===== src/rtl/sector_read_ctrl_pkg.sv =====
// Shared floppy definitions: completion status codes, address-mark bytes,
// the largest legal ID size code, the CRC preset and a helper that turns a
// size code into the last payload byte offset.
package sector_read_ctrl_pkg;

  typedef enum logic [2:0] {
    ST_OK        = 3'd0,
    ST_NOT_FOUND = 3'd1,
    ST_NO_DAM    = 3'd2,
    ST_CRC_ERR   = 3'd3,
    ST_BAD_SIZE  = 3'd4,
    ST_ABORTED   = 3'd5
  } status_e;

  localparam logic [7:0]  MARK_A1  = 8'hA1;
  localparam logic [7:0]  MARK_FE  = 8'hFE;
  localparam logic [7:0]  MARK_FB  = 8'hFB;
  localparam logic [7:0]  MARK_F8  = 8'hF8;
  localparam logic [7:0]  SIZE_MAX = 8'd3;
  localparam logic [15:0] CRC_INIT = 16'hFFFF;

  // (128 << sz) - 1; size 3 gives 1023, the top of the 10-bit byte counter.
  function automatic logic [9:0] sector_last(input logic [1:0] sz);
    logic [10:0] n;
    n = 11'd128 << sz;
    return 10'(n - 11'd1);
  endfunction

endpackage


===== src/rtl/sector_read_ctrl_if.sv =====
// Host side of the sector read controller.
//   request : i_Req, i_ReqTrack/Side/Sector, i_Abort (host -> controller)
//   stream  : o_Data, o_DataValid, o_ByteIndex     (controller -> host)
//   status  : o_Busy, o_Done, o_Status, o_Deleted  (controller -> host)
interface sector_read_ctrl_if;
  logic       i_Req;
  logic [7:0] i_ReqTrack;
  logic [7:0] i_ReqSide;
  logic [7:0] i_ReqSector;
  logic       i_Abort;
  logic       o_Busy;
  logic [7:0] o_Data;
  logic       o_DataValid;
  logic [9:0] o_ByteIndex;
  logic       o_Done;
  logic [2:0] o_Status;
  logic       o_Deleted;

  modport master (
    output i_Req, i_ReqTrack, i_ReqSide, i_ReqSector, i_Abort,
    input  o_Busy, o_Data, o_DataValid, o_ByteIndex, o_Done, o_Status, o_Deleted
  );

  modport slave (
    input  i_Req, i_ReqTrack, i_ReqSide, i_ReqSector, i_Abort,
    output o_Busy, o_Data, o_DataValid, o_ByteIndex, o_Done, o_Status, o_Deleted
  );
endinterface


===== src/rtl/crc16_ccitt_byte.sv =====
// One byte step of CRC-16-CCITT (poly 0x1021, MSB first), combinational.
//   crc_in  : running CRC
//   data    : byte to fold in
//   crc_out : updated CRC
module crc16_ccitt_byte (
  input  logic [15:0] crc_in,
  input  logic [7:0]  data,
  output logic [15:0] crc_out
);
  logic [7:0]  t;
  logic [7:0]  x;
  logic [15:0] xw;

  // Table-free byte form: the eight shift/xor steps collapse into three
  // shifted copies of the folded top byte.
  always_comb begin
    t       = crc_in[15:8] ^ data;
    x       = t ^ {4'h0, t[7:4]};
    xw      = {8'h00, x};
    crc_out = {crc_in[7:0], 8'h00} ^ (xw << 12) ^ (xw << 5) ^ xw;
  end
endmodule


===== src/rtl/sector_read_ctrl.sv =====
// Floppy sector read sequencer: hunts for a matching ID header, finds the
// data address mark inside a bounded gap, streams the payload, checks CRC
// and reports a status with a one-cycle o_Done.
//   i_Clk, i_Reset      : clock, async active-high reset
//   host                : request / payload stream / status (slave modport)
//   i_Index             : one-cycle index pulse
//   i_Sync/i_Data/i_Valid : MFM byte stream
//   i_Hdr*              : CRC-good ID field from the header parser
// Build option: SECTOR_READ_DELETED_EN accepts the F8 (deleted) data mark.
module sector_read_ctrl
  import sector_read_ctrl_pkg::*;
#(
  parameter int MAX_REVS  = 2,
  parameter int GAP_BYTES = 64
) (
  input  logic       i_Clk,
  input  logic       i_Reset,
  sector_read_ctrl_if.slave host,
  input  logic       i_Index,
  input  logic       i_Sync,
  input  logic [7:0] i_Data,
  input  logic       i_Valid,
  input  logic       i_HdrValid,
  input  logic [7:0] i_HdrTrack,
  input  logic [7:0] i_HdrSide,
  input  logic [7:0] i_HdrSector,
  input  logic [7:0] i_HdrSize
);
  localparam int GW = $clog2(GAP_BYTES + 1);

  typedef enum logic [3:0] {
    S_IDLE, S_HUNT, S_DAM_SYNC, S_DAM_A1, S_DAM_MARK,
    S_DATA, S_CRC_HI, S_CRC_LO, S_CHECK
  } state_t;

  state_t        state;
  logic [7:0]    req_trk, req_side, req_sec;
  logic [1:0]    size_q;
  logic [3:0]    idx_cnt, idx_nxt;
  logic [GW-1:0] gap_cnt;
  logic [1:0]    a1_cnt;
  logic [9:0]    byte_cnt;
  logic          no_dam;
  logic [15:0]   crc, crc_nxt, rd_crc;
  logic          busy_q, done_q, dvalid_q;
  logic [7:0]    data_q;
  logic [9:0]    bidx_q;
  status_e       status_q;
  logic          hdr_match, rev_limit;
`ifdef SECTOR_READ_DELETED_EN
  logic          deleted_q;
`endif

  crc16_ccitt_byte u_crc (.crc_in(crc), .data(i_Data), .crc_out(crc_nxt));

  assign hdr_match = i_HdrValid && (i_HdrTrack == req_trk) &&
                     (i_HdrSide == req_side) && (i_HdrSector == req_sec);
  // Limit is judged on the post-pulse count so termination lands the cycle
  // right after the final index pulse.
  assign idx_nxt   = (i_Index && idx_cnt != 4'(MAX_REVS)) ? idx_cnt + 4'd1 : idx_cnt;
  assign rev_limit = (idx_nxt == 4'(MAX_REVS));

  always_ff @(posedge i_Clk or posedge i_Reset) begin
    if (i_Reset) begin
      state    <= S_IDLE;
      req_trk  <= '0;
      req_side <= '0;
      req_sec  <= '0;
      size_q   <= '0;
      idx_cnt  <= '0;
      gap_cnt  <= '0;
      a1_cnt   <= '0;
      byte_cnt <= '0;
      no_dam   <= 1'b0;
      crc      <= CRC_INIT;
      rd_crc   <= '0;
      busy_q   <= 1'b0;
      done_q   <= 1'b0;
      dvalid_q <= 1'b0;
      data_q   <= '0;
      bidx_q   <= '0;
      status_q <= ST_OK;
`ifdef SECTOR_READ_DELETED_EN
      deleted_q <= 1'b0;
`endif
    end else begin
      done_q   <= 1'b0;
      dvalid_q <= 1'b0;
      if (state != S_IDLE) idx_cnt <= idx_nxt;

      if (state != S_IDLE && host.i_Abort) begin
        state    <= S_IDLE;
        busy_q   <= 1'b0;
        done_q   <= 1'b1;
        status_q <= ST_ABORTED;
      end else begin
        case (state)
          S_IDLE: begin
            // done_q high means we left CHECK this very cycle; drop the request.
            if (host.i_Req && !done_q) begin
              req_trk  <= host.i_ReqTrack;
              req_side <= host.i_ReqSide;
              req_sec  <= host.i_ReqSector;
              idx_cnt  <= '0;
              gap_cnt  <= '0;
              byte_cnt <= '0;
              no_dam   <= 1'b0;
              status_q <= ST_OK;
`ifdef SECTOR_READ_DELETED_EN
              deleted_q <= 1'b0;
`endif
              busy_q   <= 1'b1;
              state    <= S_HUNT;
            end
          end
          S_HUNT: begin
            if (rev_limit) begin
              state    <= S_IDLE;
              busy_q   <= 1'b0;
              done_q   <= 1'b1;
              status_q <= no_dam ? ST_NO_DAM : ST_NOT_FOUND;
            end else if (hdr_match) begin
              if (i_HdrSize > SIZE_MAX) begin
                state    <= S_IDLE;
                busy_q   <= 1'b0;
                done_q   <= 1'b1;
                status_q <= ST_BAD_SIZE;
              end else begin
                size_q  <= i_HdrSize[1:0];
                gap_cnt <= '0;
                state   <= S_DAM_SYNC;
              end
            end
          end
          S_DAM_SYNC: begin
            if (rev_limit) begin
              state    <= S_IDLE;
              busy_q   <= 1'b0;
              done_q   <= 1'b1;
              status_q <= no_dam ? ST_NO_DAM : ST_NOT_FOUND;
            end else if (i_Sync) begin
              crc    <= CRC_INIT;
              a1_cnt <= '0;
              state  <= S_DAM_A1;
            end else if (i_Valid) begin
              if (gap_cnt == GW'(GAP_BYTES - 1)) begin
                no_dam <= 1'b1;
                state  <= S_HUNT;
              end else begin
                gap_cnt <= gap_cnt + GW'(1);
              end
            end
          end
          S_DAM_A1: begin
            if (i_Valid) begin
              crc <= crc_nxt;
              if (i_Data != MARK_A1) begin
                no_dam <= 1'b1;
                state  <= S_HUNT;
              end else if (a1_cnt == 2'd2) begin
                state <= S_DAM_MARK;
              end else begin
                a1_cnt <= a1_cnt + 2'd1;
              end
            end
          end
          S_DAM_MARK: begin
            if (i_Valid) begin
              crc      <= crc_nxt;
              byte_cnt <= '0;
              if (i_Data == MARK_FB) begin
                state <= S_DATA;
`ifdef SECTOR_READ_DELETED_EN
              end else if (i_Data == MARK_F8) begin
                deleted_q <= 1'b1;
                state     <= S_DATA;
`endif
              end else begin
                no_dam <= 1'b1;
                state  <= S_HUNT;
              end
            end
          end
          S_DATA: begin
            if (i_Valid) begin
              crc      <= crc_nxt;
              data_q   <= i_Data;
              dvalid_q <= 1'b1;
              bidx_q   <= byte_cnt;
              if (byte_cnt == sector_last(size_q)) state <= S_CRC_HI;
              else byte_cnt <= byte_cnt + 10'd1;
            end
          end
          S_CRC_HI: if (i_Valid) begin
            rd_crc[15:8] <= i_Data;
            state        <= S_CRC_LO;
          end
          S_CRC_LO: if (i_Valid) begin
            rd_crc[7:0] <= i_Data;
            state       <= S_CHECK;
          end
          S_CHECK: begin
            state    <= S_IDLE;
            busy_q   <= 1'b0;
            done_q   <= 1'b1;
            status_q <= (crc == rd_crc) ? ST_OK : ST_CRC_ERR;
          end
          default: state <= S_IDLE;
        endcase
      end
    end
  end

  assign host.o_Busy      = busy_q;
  assign host.o_Done      = done_q;
  assign host.o_Data      = data_q;
  assign host.o_DataValid = dvalid_q;
  assign host.o_ByteIndex = bidx_q;
  assign host.o_Status    = status_q;
`ifdef SECTOR_READ_DELETED_EN
  assign host.o_Deleted   = deleted_q;
`else
  assign host.o_Deleted   = 1'b0;
`endif
endmodule


===== src/flat_wrapper.sv =====
// flat-port wrapper written by rule: the top's interface ports become plain ports
module sector_read_ctrl_flat import sector_read_ctrl_pkg::*;
#(
  parameter int MAX_REVS  = 2,
  parameter int GAP_BYTES = 64
)
  (i_Clk, i_Reset, i_Index, i_Sync, i_Data, i_Valid, i_HdrValid, i_HdrTrack, i_HdrSide, i_HdrSector, i_HdrSize, host_i_Req, host_i_ReqTrack, host_i_ReqSide, host_i_ReqSector, host_i_Abort, host_o_Busy, host_o_Data, host_o_DataValid, host_o_ByteIndex, host_o_Done, host_o_Status, host_o_Deleted);
  sector_read_ctrl_if host_i ();
  input  logic i_Clk;
  input  logic i_Reset;
  input  logic i_Index;
  input  logic i_Sync;
  input  logic [7:0] i_Data;
  input  logic i_Valid;
  input  logic i_HdrValid;
  input  logic [7:0] i_HdrTrack;
  input  logic [7:0] i_HdrSide;
  input  logic [7:0] i_HdrSector;
  input  logic [7:0] i_HdrSize;
  input wire logic [$bits(host_i.i_Req)-1:0] host_i_Req;
  input wire logic [$bits(host_i.i_ReqTrack)-1:0] host_i_ReqTrack;
  input wire logic [$bits(host_i.i_ReqSide)-1:0] host_i_ReqSide;
  input wire logic [$bits(host_i.i_ReqSector)-1:0] host_i_ReqSector;
  input wire logic [$bits(host_i.i_Abort)-1:0] host_i_Abort;
  output wire logic [$bits(host_i.o_Busy)-1:0] host_o_Busy;
  output wire logic [$bits(host_i.o_Data)-1:0] host_o_Data;
  output wire logic [$bits(host_i.o_DataValid)-1:0] host_o_DataValid;
  output wire logic [$bits(host_i.o_ByteIndex)-1:0] host_o_ByteIndex;
  output wire logic [$bits(host_i.o_Done)-1:0] host_o_Done;
  output wire logic [$bits(host_i.o_Status)-1:0] host_o_Status;
  output wire logic [$bits(host_i.o_Deleted)-1:0] host_o_Deleted;
  assign host_i.i_Req = host_i_Req;
  assign host_i.i_ReqTrack = host_i_ReqTrack;
  assign host_i.i_ReqSide = host_i_ReqSide;
  assign host_i.i_ReqSector = host_i_ReqSector;
  assign host_i.i_Abort = host_i_Abort;
  assign host_o_Busy = host_i.o_Busy;
  assign host_o_Data = host_i.o_Data;
  assign host_o_DataValid = host_i.o_DataValid;
  assign host_o_ByteIndex = host_i.o_ByteIndex;
  assign host_o_Done = host_i.o_Done;
  assign host_o_Status = host_i.o_Status;
  assign host_o_Deleted = host_i.o_Deleted;
  sector_read_ctrl #(.MAX_REVS(MAX_REVS), .GAP_BYTES(GAP_BYTES)) u_core (.i_Clk(i_Clk), .i_Reset(i_Reset), .host(host_i), .i_Index(i_Index), .i_Sync(i_Sync), .i_Data(i_Data), .i_Valid(i_Valid), .i_HdrValid(i_HdrValid), .i_HdrTrack(i_HdrTrack), .i_HdrSide(i_HdrSide), .i_HdrSector(i_HdrSector), .i_HdrSize(i_HdrSize));
endmodule

===== config.mk =====
export PLATFORM = sky130hd
export DESIGN_NAME = sector_read_ctrl_flat
export DESIGN_NICKNAME = d
export VERILOG_FILES = /design/src/rtl/sector_read_ctrl_pkg.sv /design/src/rtl/sector_read_ctrl_if.sv /design/src/rtl/crc16_ccitt_byte.sv /design/src/rtl/sector_read_ctrl.sv /design/src/flat_wrapper.sv
export SDC_FILE = /design/constraint.sdc
export NUM_CORES = 1
export LEC_CHECK = 0
export BUFFER_PORTS_ARGS = -buffer_cell sky130_fd_sc_hd__buf_2
export CAP_MARGIN = 10
export CORE_AREA = 2 2 99 101
export CTS_BUF_LIST = sky130_fd_sc_hd__clkbuf_4
export DETAILED_ROUTE_END_ITERATION = 8
export DIE_AREA = 0 0 101 103
export PLACE_DENSITY = 0.91
export REMOVE_ABC_BUFFERS = 1
export SYNTH_ARGS = -nofsm -noshare
export SYNTH_HDL_FRONTEND = slang
export SYNTH_SLANG_ARGS = --single-unit

===== constraint.sdc =====
create_clock -name i_Clk -period 8.3 [get_ports i_Clk]
set_clock_uncertainty 0.15 [all_clocks]
set_input_delay 0.415 -clock i_Clk [delete_from_list [all_inputs] [get_ports i_Clk]]
set_output_delay 0.415 -clock i_Clk [all_outputs]
set_load 0.1 [all_outputs]

==> impl_metrics.prom, run 1 <==
# TYPE chip_impl_metric gauge
chip_impl_metric{name="io_pins",unit=""} 97
chip_impl_metric{name="finalWorstPathRequiredPeriod",unit="ns"} 3.34
chip_impl_metric{name="final.fill_count",unit=""} 712
chip_impl_metric{name="clock_sinks",unit=""} 110
chip_impl_metric{name="power.share.clock",unit="%"} 14.8
chip_impl_metric{name="num-nets-final",unit=""} 697
chip_impl_metric{name="placement_rows",unit=""} 36
chip_impl_metric{name="antennaDiodeCount",unit=""} 0
chip_impl_info{name="synth_top_area_cell",value="dfrtp_1"} 1
chip_impl_metric{name="reg2regPathDepth",unit=""} 6
chip_impl_metric{name="drt_pass1_iterations",unit=""} 4
chip_impl_metric{name="die_y",unit="um"} 103
chip_impl_metric{name="pwr-share-seq",unit="%"} 43.0
chip_impl_metric{name="tns",unit="ns"} 0
chip_impl_metric{name="final-hold-violation-count",unit=""} 0
chip_impl_info{name="post-synth-top-count-cell",value="dfrtp_1"} 1
chip_impl_metric{name="gp_congestion",unit=""} 0.879
chip_impl_metric{name="share_of_yosys_cell_area_claimed_by_the_top_area_cell_type",unit="%"} 41.0
chip_impl_info{name="synth.top_cells.by_area",value="dfrtp_1 41%, mux2_2 12%, dfstp_2 7.3%"} 1
chip_impl_metric{name="first_global_vias",unit=""} 4312
chip_impl_info{name="criticalPathCategory",value="register to register"} 1
chip_impl_metric{name="routed_wire_length_per_instance",unit="um"} 17.3
chip_impl_metric{name="cts_max_path_buffers",unit=""} 2
chip_impl_metric{name="initial_utilization",unit="%"} 60.6
chip_impl_info{name="r2r-start",value="u_core.state[1]"} 1
chip_impl_metric{name="max_cap_viol",unit=""} 0
chip_impl_metric{name="post-route-drc-count",unit=""} 0
chip_impl_info{name="worstSetupStartpoint",value="u_core.state[1]"} 1
chip_impl_metric{name="synth_sequential_area_ratio",unit="%"} 48.3
chip_impl_metric{name="required_time_of_the_worst_setup_path",unit="ns"} 8.51
chip_impl_metric{name="violation_count_after_the_first_detailed_routing_iteration",unit=""} 266
chip_impl_info{name="critPathLaunchType",value="register"} 1
chip_impl_metric{name="async_reset_ff_share",unit="%"} 100
chip_impl_metric{name="power-per-cell-area",unit="nW/um^2"} 286
chip_impl_metric{name="dieArea",unit="sq um"} 10400
chip_impl_metric{name="die_width",unit="um"} 101
chip_impl_info{name="endpoint",value="u_core.req_side[0]"} 1
chip_impl_metric{name="grt_antenna_before_repair",unit=""} 0
chip_impl_metric{name="place.detailed.hpwl",unit="um"} 9510
chip_impl_info{name="rsz0062_at_grt",value="false"} 1
chip_impl_info{name="cts_root_buf",value="clkbuf_4"} 1
chip_impl_metric{name="cell_count_after_synthesis",unit=""} 528
chip_impl_metric{name="total_power",unit="mW"} 1.84
chip_impl_metric{name="yosysWarnings",unit=""} 0
chip_impl_metric{name="syn-cell-area",unit="sq um"} 5740
chip_impl_info{name="status",value="completed"} 1
chip_impl_metric{name="clk_pin_slew_worst_paths",unit="ns"} 0.16
chip_impl_metric{name="placeable_area",unit="sq um"} 9460
chip_impl_metric{name="htree_num_levels",unit=""} 3
chip_impl_metric{name="leakage",unit="nW"} 2.94
chip_impl_metric{name="actual_slew_at_the_worst_max_slew_pin",unit="ns"} 1.14
chip_impl_info{name="hold_start",value="host_i_ReqTrack[0]"} 1
chip_impl_metric{name="grt_first_pass_wirelength",unit="um"} 20800
chip_impl_metric{name="share_comb_of_total_power",unit="%"} 42.2
chip_impl_metric{name="track_usage",unit="%"} 25.6
chip_impl_info{name="regToRegEndpoint",value="u_core.req_side[0]"} 1
chip_impl_metric{name="resized_cells_post_cts",unit=""} 0
chip_impl_metric{name="achievable-frequency",unit="GHz"} 0.300
chip_impl_metric{name="cellInternalPower",unit="mW"} 1.10
chip_impl_metric{name="vdd_drop_max",unit="uV"} 149
chip_impl_info{name="tritoncts",value="done"} 1
chip_impl_metric{name="vias",unit=""} 4430
chip_impl_metric{name="grt_max_degree",unit=""} 71
chip_impl_metric{name="timing.final.setup_violations",unit=""} 0
chip_impl_metric{name="report.final.slew_viol_count",unit=""} 0
chip_impl_metric{name="synth-edff-count",unit=""} 0
chip_impl_metric{name="flow.area_growth_from_synthesis",unit="%"} 12.6
chip_impl_metric{name="drtAntennaViolNets",unit=""} 0
chip_impl_metric{name="port_buffers",unit=""} 95
chip_impl_info{name="ys.flop_type",value="dfrtp_1"} 1
chip_impl_metric{name="clock_latency_late_sink",unit="ns"} 0.47
chip_impl_metric{name="holdPathStages",unit=""} 2
chip_impl_metric{name="reg2reg_slack",unit="ns"} 4.96
chip_impl_metric{name="fraction_of_layout_cells_with_a_size_suffix_above_1",unit="%"} 33.4
chip_impl_metric{name="power.switching_fraction",unit="%"} 40.2
chip_impl_metric{name="maxSlewHeadroom",unit="%"} 24.0
chip_impl_metric{name="ys_ff_latch",unit=""} 110
chip_impl_info{name="end_kind",value="register"} 1
chip_impl_metric{name="p_sw",unit="mW"} 0.741
chip_impl_metric{name="avgViaCountPerCell",unit=""} 5.99
chip_impl_metric{name="synth.distinct_cells",unit=""} 64
chip_impl_info{name="holdCritPathClass",value="primary input to register"} 1
chip_impl_metric{name="wl",unit="um"} 12800
chip_impl_metric{name="tritoncts_buffer_count",unit=""} 9
chip_impl_info{name="synth_top_cells_by_count",value="94 x dfrtp_1, 62 x mux2_2, 46 x xnor2_1, 37 x nor2_1"} 1
chip_impl_metric{name="syn-mean-instance-area",unit="sq um"} 10.9
chip_impl_metric{name="timing.final.ws_setup",unit="ns"} 4.96
chip_impl_metric{name="worst-path-max-fanout",unit=""} 25
chip_impl_metric{name="grt_remaining_overflow",unit=""} 0
chip_impl_metric{name="preCtsSetupSlack",unit="ns"} 5.03
chip_impl_metric{name="fin_crit_sh",unit="%"} 40.2
chip_impl_metric{name="timing.critical_path.arrival",unit="ns"} 3.55
## flip-flops by register name (all words and copies together), names as in the netlist, 2 cells and up
register and count:
u_core.req_sec 8, u_core.rd_crc 16, u_core.state 4, u_core.a1_cnt 2, u_core.req_side 8, u_core.host.o_Data 8
u_core.gap_cnt 7, u_core.idx_cnt 4, u_core.byte_cnt 10, u_core.req_trk 8, u_core.crc 16, u_core.host.o_Status 3
u_core.host.o_ByteIndex 10, u_core.size_q 2
## layout by cell type (no fill, tap or decap), drive strengths merged, types with 5 or more instances in the layout
cell and n:
nand2b 8, xnor2 46, nand2 23, nand4 10
ha 5, nor3 18, nor4 10, xor2 26
inv 13, buf 96, a21oi 27, nor2 38
clkbuf 9, dfrtp 94, mux2 63, dfstp 16
o21ai 32, a31oi 5, nand3 16
## power groups by stage
stage          clock (mW)  sequential [mW]  combinational (mW)
6_report            0.272            0.794               0.779
5_1_grt             0.297            0.811               0.850
4_1_cts             0.274            0.792               0.779
3_5_place_dp            0            0.802               0.774
3_3_place_gp            0            0.791               0.749
2_1_floorplan           0            0.847               0.546
## how the worst min path moves through the flow
| stage | to |
|---|---|
| 6_report | u_core.req_trk[0] |
| 5_1_grt | u_core.req_trk[0] |
| 4_1_cts | u_core.req_side[5] |
| 3_5_place_dp | u_core.gap_cnt[5] |
| 3_3_place_gp | u_core.gap_cnt[5] |
| 2_1_floorplan | u_core.gap_cnt[5] |
## kinds of logic after synthesis
kind of cell,after synthesis,share of synthesized area [%]
AND/OR/NAND/NOR,151,14.3
multiplexers,64,12.5
other,1,0.0654
AO/OA/AOI/OAI,95,10.5
adder cells (fa/ha/maj),5,1.09
buffers and inverters,30,2.12
XOR/XNOR,72,11.0
flip-flops,110,48.3
## worst max-delay path: stages, from the launching register on
cell and delay [ns]:
dfrtp_1 0.62, or4_4 0.63, a21oi_2 0.27, nand2b_1 0.28, nor2_1 0.08, nand2_1 0.75, mux2_2 0.43
## layout make-up
cell class / count / area, sq um / share of cell area (%)
clock inverter: 7 / 72.6 / 1.12
clock buffer: 9 / 67.6 / 1.05
sequential: 110 / 2770 / 42.9
multi-input combinational: 388 / 2840 / 44.0
tap: 114 / 143 / 2.21
timing repair buffer: 99 / 513 / 7.94
inverter: 12 / 47.5 / 0.736
## per-stage QoR
| step | std cells | util, % | hold WS [ns] | area, sq um |
|---|---|---|---|---|
| after floorplan | 510 | - | 0.288 | 5660 |
| after global placement | 720 | 66.5 | 0.304 | 6290 |
| after detailed placement | 720 | 66.5 | 0.315 | 6290 |
| after CTS | 739 | 68.3 | 0.00432 | 6460 |
| after global routing | 739 | 68.3 | 0.00575 | 6460 |
| final | 739 | 68.3 | 0.0181 | 6460 |
## per-layer routing
layer	vias to the layer above	GRT usage [%]	wire (um)
met5	-	0	0
met4	0	10.4	281
met3	28	3.86	724
met2	166	42.2	6320
met1	2161	34.5	5450
li1	2075	-	-
## repair_timing
item,in CTS,in global routing
buffers inserted,0,0
endpoints found under the hold margin,42,0
hold buffers,3,0
Note: power is estimated with default switching activity, not from simulation.
==> run 2: changes to the inputs <==
--- a/config.mk
+++ b/config.mk
@@ -7,11 +7,11 @@
 export LEC_CHECK = 0
 export BUFFER_PORTS_ARGS = -buffer_cell sky130_fd_sc_hd__buf_2
 export CAP_MARGIN = 10
-export CORE_AREA = 2 2 99 101
+export CORE_AREA = 2 2 108 110
 export CTS_BUF_LIST = sky130_fd_sc_hd__clkbuf_4
 export DETAILED_ROUTE_END_ITERATION = 8
-export DIE_AREA = 0 0 101 103
-export PLACE_DENSITY = 0.91
+export DIE_AREA = 0 0 110 112
+export PLACE_DENSITY = 0.82
 export REMOVE_ABC_BUFFERS = 1
 export SYNTH_ARGS = -nofsm -noshare
 export SYNTH_HDL_FRONTEND = slang
==> constraint.sdc (replaced) <==
create_clock -name i_Clk -period 2.84 [get_ports i_Clk]
set_clock_uncertainty 0.15 [all_clocks]
set_input_delay 0.142 -clock i_Clk [delete_from_list [all_inputs] [get_ports i_Clk]]
set_output_delay 0.142 -clock i_Clk [all_outputs]
set_load 0.1 [all_outputs]
==> run 2 against run 1 <==
Register-to-register slack worse by 4.8 ns. Cell area up 10%. Utilization down 4.7 points. Combinational power rose to 3.4 times the previous value. Die area up 18%. Non-clock buffer count up 58. Clock power rose to 3.0 times the previous value. Via count up 7.7%. First-iteration DRC count down 27%. Count of clock-buffer cells in the layout up 1. Highest routed layer unchanged.
==> impl_metrics.prom, run 2 (synthesis gave the netlist of run 1 again) <==
# TYPE chip_impl_metric gauge
chip_impl_info{name="status",value="completed"} 1
chip_impl_info{name="critPathLaunchType",value="register"} 1
chip_impl_metric{name="timing.critical_path.arrival",unit="ns"} 2.95
chip_impl_metric{name="vias",unit=""} 4773
chip_impl_metric{name="achievable-frequency",unit="GHz"} 0.369
chip_impl_metric{name="port_buffers",unit=""} 95
chip_impl_info{name="reg.largest.list",value="u_core.crc: 16 flops, u_core.rd_crc: 16 flops"} 1
chip_impl_metric{name="clk_pin_slew_worst_paths",unit="ns"} 0.17
chip_impl_metric{name="clock_latency_late_sink",unit="ns"} 0.49
chip_impl_metric{name="post-route-drc-count",unit=""} 0
chip_impl_metric{name="fraction_of_layout_cells_with_a_size_suffix_above_1",unit="%"} 35.1
chip_impl_metric{name="routed_wire_length_per_instance",unit="um"} 17.7
chip_impl_info{name="layout.cells.most_common",value="buf_2"} 1
chip_impl_metric{name="cts_max_path_buffers",unit=""} 2
chip_impl_metric{name="first_global_vias",unit=""} 5121
chip_impl_info{name="cp_slowest_cell",value="a2111oi_1"} 1
chip_impl_metric{name="grt_antenna_before_repair",unit=""} 0
chip_impl_metric{name="grt_first_pass_wirelength",unit="um"} 24100
chip_impl_info{name="cpLargestDelayFamily",value="compound AO/OA/AOI/OAI gates"} 1
chip_impl_info{name="regToRegEndpoint",value="u_core.gap_cnt[2]"} 1
chip_impl_metric{name="grt_remaining_overflow",unit=""} 0
chip_impl_info{name="tritoncts",value="done"} 1
chip_impl_metric{name="leakage",unit="nW"} 3.21
chip_impl_metric{name="reg2regPathDepth",unit=""} 7
chip_impl_metric{name="wl",unit="um"} 14600
chip_impl_metric{name="cp_num_cells",unit=""} 7
chip_impl_metric{name="placement_rows",unit=""} 39
chip_impl_info{name="hold_start",value="i_Sync"} 1
chip_impl_metric{name="finish.utilization",unit="%"} 63.6
chip_impl_metric{name="finalWorstPathRequiredPeriod",unit="ns"} 2.71
chip_impl_metric{name="avgViaCountPerCell",unit=""} 5.78
chip_impl_metric{name="power-per-cell-area",unit="nW/um^2"} 809
chip_impl_info{name="end_kind",value="register"} 1
chip_impl_info{name="criticalPathCategory",value="register to register"} 1
chip_impl_metric{name="crit_path_max_incr_delay",unit="ns"} 0.68
chip_impl_metric{name="initial_utilization",unit="%"} 51.3
chip_impl_metric{name="clock_sinks",unit=""} 110
chip_impl_metric{name="required_time_of_the_worst_setup_path",unit="ns"} 3.08
chip_impl_metric{name="maxSlewHeadroom",unit="%"} 55.1
chip_impl_metric{name="die_width",unit="um"} 110
chip_impl_info{name="holdCritPathClass",value="primary input to register"} 1
chip_impl_metric{name="flow.area_growth_from_synthesis",unit="%"} 23.8
chip_impl_metric{name="place.detailed.hpwl",unit="um"} 10200
chip_impl_info{name="cts_root_buf",value="clkbuf_4"} 1
chip_impl_metric{name="placeable_area",unit="sq um"} 11200
chip_impl_metric{name="gp_congestion",unit=""} 0.936
chip_impl_metric{name="die_y",unit="um"} 112
chip_impl_metric{name="number_of_cells_in_the_design_after_placement",unit=""} 769
chip_impl_metric{name="timing.final.setup_violations",unit=""} 0
chip_impl_metric{name="worst-path-max-fanout",unit=""} 5
chip_impl_info{name="final_cell_mix",value="95 x buf_2, 93 x dfrtp_1, 62 x mux2_2"} 1
chip_impl_info{name="endpoint",value="u_core.gap_cnt[2]"} 1
chip_impl_metric{name="actual_slew_at_the_worst_max_slew_pin",unit="ns"} 0.672
chip_impl_metric{name="max_cap_viol",unit=""} 0
chip_impl_metric{name="io_pins",unit=""} 97
chip_impl_metric{name="reg2reg_slack",unit="ns"} 0.13
chip_impl_info{name="r2r-start",value="u_core.state[0]"} 1
chip_impl_metric{name="num-nets-final",unit=""} 755
chip_impl_metric{name="final.fill_count",unit=""} 841
chip_impl_metric{name="antennaDiodeCount",unit=""} 0
chip_impl_metric{name="violation_count_after_the_first_detailed_routing_iteration",unit=""} 194
chip_impl_info{name="rsz0062_at_grt",value="true"} 1
chip_impl_metric{name="htree_num_levels",unit=""} 3
chip_impl_metric{name="final-hold-violation-count",unit=""} 0
chip_impl_metric{name="tritoncts_buffer_count",unit=""} 9
chip_impl_metric{name="drt_pass1_iterations",unit=""} 5
chip_impl_info{name="worstSetupStartpoint",value="u_core.state[0]"} 1
chip_impl_metric{name="vdd_drop_max",unit="uV"} 475
chip_impl_metric{name="number_of_standard_cells_in_the_final_layout_excluding_fillers",unit=""} 826
chip_impl_metric{name="timing.critical_path.buf_inv",unit=""} 0
chip_impl_metric{name="track_usage",unit="%"} 25.3
chip_impl_metric{name="grt_max_degree",unit=""} 48
chip_impl_info{name="crit_path_cells",value="or4_4 -> nand2_2 -> nand2b_1 -> a2111oi_1 -> o21ai_0 -> o31ai_1 -> o21ai_1"} 1
chip_impl_metric{name="dieArea",unit="sq um"} 12300
chip_impl_metric{name="fin_crit_sh",unit="%"} 95.5
chip_impl_metric{name="report.final.slew_viol_count",unit=""} 0
chip_impl_metric{name="drtAntennaViolNets",unit=""} 0
==> run 2: changes by cell type in the layout (fill, tap and decap cells not counted), sizes merged <==
cell	change
buf	+22
clkbuf	+1
clkinv	-2
clkinvlp	+1
dlygate4sd3	+36
==> run 2: report_power, final <==
| group | switching (mW) | leakage [nW] | internal, mW | total, mW |
|---|---|---|---|---|
| logic | 1.45 | 1.73 | 1.19 | 2.64 |
| registers | 0.301 | 1.41 | 1.98 | 2.28 |
| clock network | 0.543 | 0.0732 | 0.285 | 0.827 |
| total | 2.29 | 3.21 | 3.45 | 5.75 |
==> run 2: through the flow <==
| step | total power [mW] | worst slack (ns) | cell area [sq um] | hold slack [ns] | setup TNS, ns |
|---|---|---|---|---|---|
| after floorplan | 4.07 | -0.328 | 5660 | 0.128 | -30.82 |
| after global placement | 4.65 | 0.130 | 6500 | 0.0936 | 0 |
| after detailed placement | 4.78 | -0.0476 | 6500 | 0.104 | -0.0654 |
| after CTS | 5.67 | -0.0138 | 7060 | 0.0182 | -0.0138 |
| after global routing | 6.09 | -0.0162 | 7100 | 0.0299 | -0.0193 |
| final | 5.75 | 0.129 | 7100 | 0.0482 | 0 |
==> run 2: how the worst min path moves through the flow <==
stage | cells after the start | to | slack, ns
after floorplan | 1 | u_core.state[3] | 0.13
after CTS | 4 | u_core.state[1] | 0.02
after detailed placement | 2 | u_core.req_sec[5] | 0.10
after global placement | 2 | u_core.req_sec[5] | 0.09
final | 4 | u_core.state[1] | 0.05
after global routing | 4 | u_core.state[1] | 0.03
==> run 2: what timing repair did <==
| action | in CTS | in global routing |
|---|---|---|
| setup endpoints to repair | 3 | 19 |
| pin swaps | 1 | 1 |
| gates resized for setup | 2 | 11 |
| cloned | 0 | 0 |
| hold buffers | 39 | 0 |
| buffers inserted | 1 | 1 |
| hold endpoints to repair | 105 | 0 |
==> run 2: cell type report <==
cell class	instances	area (sq um)	area share [%]
clock buffer	10	75.1	1.06
clock inverter	6	71.3	1.00
inverter	12	47.5	0.669
multi-input combinational	388	2890	40.7
sequential	110	2770	39.0
tap	143	179	2.52
timing repair buffer	157	1060	15.0
==> run 2: worst register-to-register path, stage by stage (launching register included) <==
cell       delay [ns]
dfrtp_1          0.42
or4_4            0.59
nand2_2          0.10
nand2b_1         0.15
a2111oi_1        0.68
o21ai_0          0.21
o31ai_1          0.22
o21ai_1          0.09
==> run 2: layer usage <==
metal	wire length [um]	GRT usage, %
met5	0	0
met4	539	12.2
met3	827	5.44
met2	7580	43.3
met1	5630	29.8
